### src/rtl/uart_tx_arbiter.sv
// Round-robin arbiter that feeds one byte at a time from NUM_REQ requesters into a UART transmitter.
// Define UART_ARB_PRIO_EN to replace round-robin with fixed priority (lowest index wins).
module uart_tx_arbiter #(
    parameter int NUM_REQ     = 4,
    parameter int DATA_BITS   = 8,
    parameter int TIMEOUT_CYC = 1023
) (
    input  logic                         clk,
    input  logic                         rst_n,
    input  logic [NUM_REQ-1:0]           req,
    input  logic [NUM_REQ*DATA_BITS-1:0] req_data,
    output logic [NUM_REQ-1:0]           ack,
    output logic                         tx_start,
    output logic [DATA_BITS-1:0]         tx_data,
    input  logic                         tx_done,
    output logic [$clog2(NUM_REQ)-1:0]   grant_id,
    output logic                         busy,
    output logic                         timeout_err
);

    localparam int ID_W  = $clog2(NUM_REQ);
    localparam bit TO_EN = (TIMEOUT_CYC > 0);
    localparam int CNT_W = TO_EN ? $clog2(TIMEOUT_CYC + 1) : 1;
    localparam logic [CNT_W-1:0] CNT_LAST = CNT_W'(TO_EN ? TIMEOUT_CYC - 1 : 0);

    if (NUM_REQ < 2 || NUM_REQ > 8) begin : g_bad_num_req
        $error("uart_tx_arbiter: NUM_REQ must be in 2..8");
    end
    if (DATA_BITS < 1) begin : g_bad_data_bits
        $error("uart_tx_arbiter: DATA_BITS must be at least 1");
    end

    typedef enum logic [1:0] {
        ST_IDLE  = 2'd0,
        ST_START = 2'd1,
        ST_WAIT  = 2'd2
    } state_t;

    state_t               state;
    logic [ID_W-1:0]      ptr;
    logic [CNT_W-1:0]     cnt;
    logic [ID_W-1:0]      winner;
    logic [ID_W-1:0]      next_ptr;
    logic [DATA_BITS-1:0] sel_data;

`ifdef UART_ARB_PRIO_EN
    // Fixed priority: scanning downward lets the lowest set index overwrite the others.
    always_comb begin
        winner = '0;
        for (int i = NUM_REQ - 1; i >= 0; i--) begin
            if (req[ID_W'(i)]) winner = ID_W'(i);
        end
    end

    assign next_ptr = '0;
`else
    logic found;

    // NOTE: every variable gets a default before the loop; otherwise a latch is inferred.
    always_comb begin
        winner = '0;
        found  = 1'b0;
        for (int k = 0; k < NUM_REQ; k++) begin
            int idx;
            idx = int'(ptr) + k;
            if (idx >= NUM_REQ) idx = idx - NUM_REQ;
            if (!found && req[ID_W'(idx)]) begin
                winner = ID_W'(idx);
                found  = 1'b1;
            end
        end
    end

    assign next_ptr = (grant_id == ID_W'(NUM_REQ - 1)) ? '0 : grant_id + ID_W'(1);
`endif

    assign sel_data = req_data[winner*DATA_BITS +: DATA_BITS];

    // NOTE: state is assigned with <= so every branch sees the values from before the edge.
    always_ff @(posedge clk or negedge rst_n) begin
        if (!rst_n) begin
            state       <= ST_IDLE;
            ptr         <= '0;
            cnt         <= '0;
            ack         <= '0;
            tx_start    <= 1'b0;
            tx_data     <= '0;
            grant_id    <= '0;
            busy        <= 1'b0;
            timeout_err <= 1'b0;
        end else begin
            ack         <= '0;
            tx_start    <= 1'b0;
            timeout_err <= 1'b0;
            case (state)
                ST_IDLE: begin
                    if (|req) begin
                        state    <= ST_START;
                        busy     <= 1'b1;
                        tx_data  <= sel_data;
                        grant_id <= winner;
                        ack      <= NUM_REQ'(1) << winner;
                        tx_start <= 1'b1;
                    end
                end
                ST_START: begin
                    state <= ST_WAIT;
                    cnt   <= '0;
                end
                ST_WAIT: begin
                    // tx_done is tested first so it wins over a coincident timeout.
                    if (tx_done) begin
                        state <= ST_IDLE;
                        busy  <= 1'b0;
                        ptr   <= next_ptr;
                    end else if (TO_EN && cnt == CNT_LAST) begin
                        state       <= ST_IDLE;
                        busy        <= 1'b0;
                        ptr         <= next_ptr;
                        timeout_err <= 1'b1;
                    end else if (TO_EN) begin
                        cnt <= cnt + CNT_W'(1);
                    end
                end
                default: begin
                    state <= ST_IDLE;
                    busy  <= 1'b0;
                end
            endcase
        end
    end

endmodule

### config.mk
export PLATFORM = sky130hd
export DESIGN_NAME = uart_tx_arbiter
export DESIGN_NICKNAME = d
export VERILOG_FILES = /design/src/rtl/uart_tx_arbiter.sv
export SDC_FILE = /design/constraint.sdc
export NUM_CORES = 1
export LEC_CHECK = 0
export CAP_MARGIN = 20
export CELL_PAD_IN_SITES_DETAIL_PLACEMENT = 1
export CELL_PAD_IN_SITES_GLOBAL_PLACEMENT = 1
export CORE_MARGIN = 4
export CORE_UTILIZATION = 35
export DETAILED_ROUTE_END_ITERATION = 8
export GPL_ROUTABILITY_DRIVEN = 0
export HOLD_SLACK_MARGIN = 0.1
export PLACE_DENSITY_LB_ADDON = 0.1
export SYNTH_ARGS = -nofsm -noshare
export SYNTH_HDL_FRONTEND = slang
export SYNTH_SLANG_ARGS = --single-unit
### constraint.sdc
create_clock -name clk -period 2 [get_ports clk]
set_input_delay 0.4 -clock clk [delete_from_list [all_inputs] [get_ports clk]]
set_output_delay 0.4 -clock clk [all_outputs]
set_load 0.05 [all_outputs]
; ---- Word-level counts from Yosys, hierarchy flattened
; Cells that the tools add are included.
[totals]
ff_bits = 31
input_bits = 39
output_inout_bits = 17
[op_classes]
n_addsub = 9
n_lt_le_gt_ge = 8
eq_ne = 8
shift = 2
muxes = 44
bitwise = 1
n_reduce_logical = 15
[op_table]
columns = cell, n
row1 = 32-bit by 6-bit indexed part select with 8-bit output, 1
row2 = 2-bit 2-to-1 mux, 14
row3 = 10-bit 2-to-1 mux, 2
row4 = 10-bit case mux with 2 select lines, 1
row5 = 1-bit 2-to-1 mux, 19
row6 = "2-bit by 4-bit < comparator with 1-bit output, second input constant", 4
row7 = "10-bit by 1-bit adder with 10-bit output, second input constant", 1
row8 = "10-bit == test, second input constant", 1
row9 = "3-bit greater-or-equal comparator, second input constant", 3
row10 = 1-bit binary-select mux with 2-bit select, 4
row11 = 4-bit 2-to-1 mux, 2
row12 = "2-bit by 1-bit subtractor with 2-bit output, second input constant", 4
row13 = "2-bit by 2-bit adder with 3-bit output, second input constant", 2
row14 = "2-bit != test, second input constant", 3
row15 = 2-bit case mux with 3 select lines, 1
row16 = 2-bit AND reduction, 3
row17 = 3-bit AND reduction, 2
row18 = "2-bit == test, second input constant", 2
row19 = 2-bit nonzero test, 2
row20 = 4-bit OR reduction, 1
row21 = "1-bit by 2-bit left shift with 4-bit output, first input constant", 1
row22 = "2-bit by 1-bit adder with 3-bit output, second input constant", 1
row23 = "2-bit by 3-bit greater-or-equal comparator with 1-bit output, second input constant", 1
row24 = 1-bit logical AND, 3
row25 = other kinds (7), 9

; ---- Logic depth before layout (Yosys ltp)
; Gate-level depths: netlist of run 1.
[depth]
ltp_word = 18
mapped_depth = 7
mapped_depth_nobuf = 7

; ---- Worst setup path after synthesis of run 1
; OpenSTA, ideal clock, no wires.
[synth_timing]
kind = flip-flop to flip-flop
startpoint = reg cnt[0]
endpoint = reg ptr[0]
t_arrival_ps = 1489
t_required_ps = 1872
path_slack_ps = 383
path_stages_with_launch = 7
n_path_buf = 0
synth_period_minus_slack_ps = 1617
cell_sequence = dfrtp_1 > inv_1 > ha_1 > nand2_1 > or3_1 > a21oi_2 > mux2_1
[synth_via]
elab_chain_len = 3
[synth_lines]
columns = item, line_no
row1 = "start, declared", 41  ; logic [CNT_W-1:0] cnt;
row2 = "start signal, assigned", 122  ; cnt <= cnt + CNT_W'(1);
row3 = 10-bit == test, 116  ; end else if (TO_EN && cnt == CNT_LAST) begin
row4 = 2-bit nonzero test (no source line), -
row5 = 2-bit AND reduction (no source line), -
row6 = "end signal, assigned", 115  ; ptr <= next_ptr;
row7 = "end signal, assigned", 119  ; ptr <= next_ptr;
row8 = "end, declared", 40  ; logic [ID_W-1:0] ptr;
; No other way between the ends.
; A chain may end at the register's enable or synchronous reset.

; ---- Worst setup path in the final report of run 1
[layout_timing]
startpoint = reg grant_id[0]
endpoint = out grant_id[0]
[layout_lines]
columns = item, line_no
row1 = "start, declared", 16  ; output logic [$clog2(NUM_REQ)-1:0] grant_id,
row2 = "start signal, assigned", 101  ; grant_id <= winner;
; No word-level cell between the ends.

==> impl_metrics.env, run 1 <==
export IMPL_outcome="finished clean"
export IMPL_numCtsBuffers=5
export IMPL_drc=0
export IMPL_final_area_um2=2664
export IMPL_hold_path_depth=1
export IMPL_place_inst=302
export IMPL_power_leakage_uw=0.001134
export IMPL_p_switching_uw=1667
export IMPL_min_period_ns=1.911
export IMPL_cp_end_kind="output port"
export IMPL_totalWireLength_um=5137
export IMPL_avgSynthCellArea_um2=10.71
export IMPL_stdcell_count=309
export IMPL_grt_pass1_wl_um=8859
export IMPL_p_clk_share_pct=11.9
export IMPL_drv_cap=0
export IMPL_required_ns=1.60
export IMPL_ys_warn_count=0
export IMPL_grt_max_degree=32
export IMPL_postRouteAntennaNets=0
export IMPL_vias=1571
export IMPL_synth_xor_area_share_pct=1.452
export IMPL_cp_cell_sequence="clkdlybuf4s50_1"
export IMPL_yosysUniqueCellTypes=45
export IMPL_synthArstFlopShare_pct=100.0
export IMPL_synth_seq_cells=31
export IMPL_r2r_end="ptr[1]$_DFFE_PN0P_"
export IMPL_grt_pass1_vias=1819
export IMPL_critPathSlowestCell="clkdlybuf4s50_1"
export IMPL_synth_cells=169
export IMPL_start_util_pct=37.32
export IMPL_holdBufCountCts=0
export IMPL_antenna_found_initial=0
export IMPL_min_to="cnt[9]$_DFFE_PN0P_"
export IMPL_netlist_area_um2=1809
export IMPL_areaGrowthSynthToFinish_pct=47.23
export IMPL_io_pins=56
export IMPL_worst_pin_slew_ns=0.5282
export IMPL_synth_compound_area_share_pct=22.54
export IMPL_critPathLaunchType="register"
export IMPL_fmax_ghz=0.5232
export IMPL_core_area_um2=4848
export IMPL_min_period_over_period_pct=95.57
export IMPL_holdCritStartpoint="cnt[9]$_DFFE_PN0P_"
export IMPL_ff2ff_setup_slack_ns=0.22
export IMPL_dp_hpwl_um=4128
export IMPL_vias_per_cell=5.084
export IMPL_ctsRootBufferMaster="clkbuf_8"
export IMPL_nFillCells=549
export IMPL_p_comb_share_pct=59.9
export IMPL_synthAdderAreaFrac_pct=2.075
export IMPL_num_rows=25
export IMPL_track_usage_pct=17.83
export IMPL_ys_flop_type="dfrtp_1"
export IMPL_reg2regPathDepth=6
export IMPL_grt_overflow_total=0
export IMPL_diodes=0
export IMPL_htree_levels=2
export IMPL_synthMuxAreaShare_pct=7.400
export IMPL_hold_path_class="reg2reg"
export IMPL_drtIter0Drc=43
export IMPL_swShare_pct=45.63
export IMPL_cts_tree="yes"
export IMPL_drt_pass1_iterations=4
export IMPL_slew_headroom_pct=64.57
export IMPL_synthSimpleGateAreaFrac_pct=18.19
export IMPL_skew_ns=0.005258
export IMPL_synth_edf_count=0
export IMPL_synth_fp_nets=211
export IMPL_seqPwrFrac_pct=28.2
export IMPL_post_dp_cell_area_um2=2526
export IMPL_path_clk_slew_ns=0.06
export IMPL_vdd_ir_drop_max_mv=0.7004
export IMPL_rsz0062_at_grt="false"
export IMPL_cpPeakStageDelay_ns=0.83
export IMPL_layout_nets=285
export IMPL_wire_per_inst_um=16.62
export IMPL_synth_seq_area_share_pct=42.88
export IMPL_port_buffers=55
export IMPL_worst_path_buf_inv=1
export IMPL_die_area_um2=6383
export IMPL_cts_sinks=31
export IMPL_layout_drive_gt1_share_pct=22.73
export IMPL_hold_slack_ns=0.4881
export IMPL_slew_viol_final=0
export IMPL_p_per_area_nw_per_um2=1371
export IMPL_setup_violations=0
export IMPL_finalHoldViolCount=0
export IMPL_clk_latency_ns=0.28
export IMPL_clock_path_buffers=2
export IMPL_dieWidth_um=79.90
export IMPL_crit_arrival_ns=1.51
export IMPL_cp_top_family="buffers and inverters"
export IMPL_crit_fanout=4
export IMPL_p_int_uw=1986
export IMPL_r2r_start="cnt[0]$_DFFE_PN0P_"
export IMPL_synth_top_family_by_area="compound AO/OA/AOI/OAI gates"
export IMPL_path_class="reg2out"
export IMPL_fp_dieH_um=79.90
==> metrics by stage <==
stage | utilization [%] | TNS [ns] | power, uW | setup WS (ns)
CTS | 53.73 | 0 | 3642 | 0.07013
finish | 54.94 | 0 | 3653 | 0.08867
floorplan | - | 0 | 2407 | 0.3833
global route | 54.94 | 0 | 3906 | 0.02417
global placement | 52.10 | -3.323 | 3099 | -0.3099
detailed placement | 52.10 | -4.349 | 3173 | -0.4127
==> registers in the layout, summed over array words and instances (netlist names) <==
name / count
ack: 4
busy: 1
cnt: 10
grant_id: 2
ptr: 2
state: 2
timeout_err: 1
tx_data: 8
tx_start: 1
==> cells in the mapped netlist (3+ instances only) <==
library cell / number / area [um2]
dfrtp_1: 31 / 775.7
nor2_1: 20 / 75.07
a211oi_2: 16 / 200.2
inv_1: 13 / 48.80
mux2i_1: 10 / 100.1
a31oi_1: 8 / 50.05
nand2_1: 6 / 22.52
nand3_1: 5 / 25.02
buf_6: 4 / 45.04
a21oi_1: 3 / 15.01
and2_1: 3 / 18.77
ha_1: 3 / 37.54
nand2b_1: 3 / 18.77
nor3_1: 3 / 15.01
o21ai_0: 3 / 15.01
o21ai_1: 3 / 15.01
==> worst max-delay path by stage <==
stage	startpoint	endpoint	slack (ns)	depth (start not counted)
floorplan	cnt[0]$_DFFE_PN0P_	ptr[0]$_DFFE_PN0P_	0.38	6
global placement	req[3]	tx_data[7]$_DFFE_PN0P_	-0.31	5
global route	grant_id[0]$_DFFE_PN0P_	grant_id[0]	0.02	1
detailed placement	req[3]	tx_data[6]$_DFFE_PN0P_	-0.41	5
finish	grant_id[0]$_DFFE_PN0P_	grant_id[0]	0.09	1
CTS	grant_id[0]$_DFFE_PN0P_	grant_id[0]	0.07	1
==> cell families after synthesis <==
group           after synthesis
simple gates                 57
buf+inv                      18
xor+xnor                      3
flops                        31
compound gates               44
fa+ha+maj                     3
mux                          13
==> what timing repair did <==
action,4_1_cts,5_1_grt
resized for setup,1,6
buffers inserted,0,1
endpoints found under the setup margin,11,9
endpoints found under the hold margin,0,0
==> layer usage <==
metal	vias up	share of wire, %	track usage [%]
li1	755	-	-
met1	772	41	21.30
met2	37	54	31.79
met3	7	3.0	2.935
met4	0	1.8	6.588
met5	-	0	0
==> power groups by stage <==
stage,Clock (uW),Sequential (uW),Combinational (uW)
floorplan,0,1490,916
global placement,0,1030,2070
detailed placement,0,1040,2130
CTS,456,1030,2150
global route,492,1070,2350
finish,434,1030,2190
==> placed cells by master, fill, tap and decap left out, types with 3 or more instances in the layout <==
master	n
nand3_1	5
inv_1	13
buf_4	15
a211oi_2	16
nand2_1	6
nor3_1	3
clkbuf_8	5
clkdlybuf4s50_1	53
dfrtp_1	31
a31oi_1	8
o21ai_0	3
nand2b_1	3
o21ai_1	3
ha_1	3
and2_1	3
nor2_1	20
a21oi_1	3
mux2i_1	10
==> layout make-up <==
cell class                      instances  area (um2)  area share (%)
Inverter                               13       48.80           1.832
Clock buffer                            6       72.57           2.724
Tap cell                               67       83.83           3.147
Timing Repair Buffer                   72       708.2           26.59
Sequential cell                        31       775.7           29.12
Multi-Input combinational cell        120       974.7           36.59
Power figures use the tool's default switching activity.
==> inputs of run 2 (changes only) <==
SLEW_MARGIN = 5   (was unset)
==> results of run 2 <==
No change in the layout: final DEF, timing and power equal those of run 1.
==> inputs of run 3 (changes only) <==
CTS_CLUSTER_SIZE = 20   (was unset)
==> results of run 3 <==
No change in the layout: final DEF, timing and power equal those of run 1.
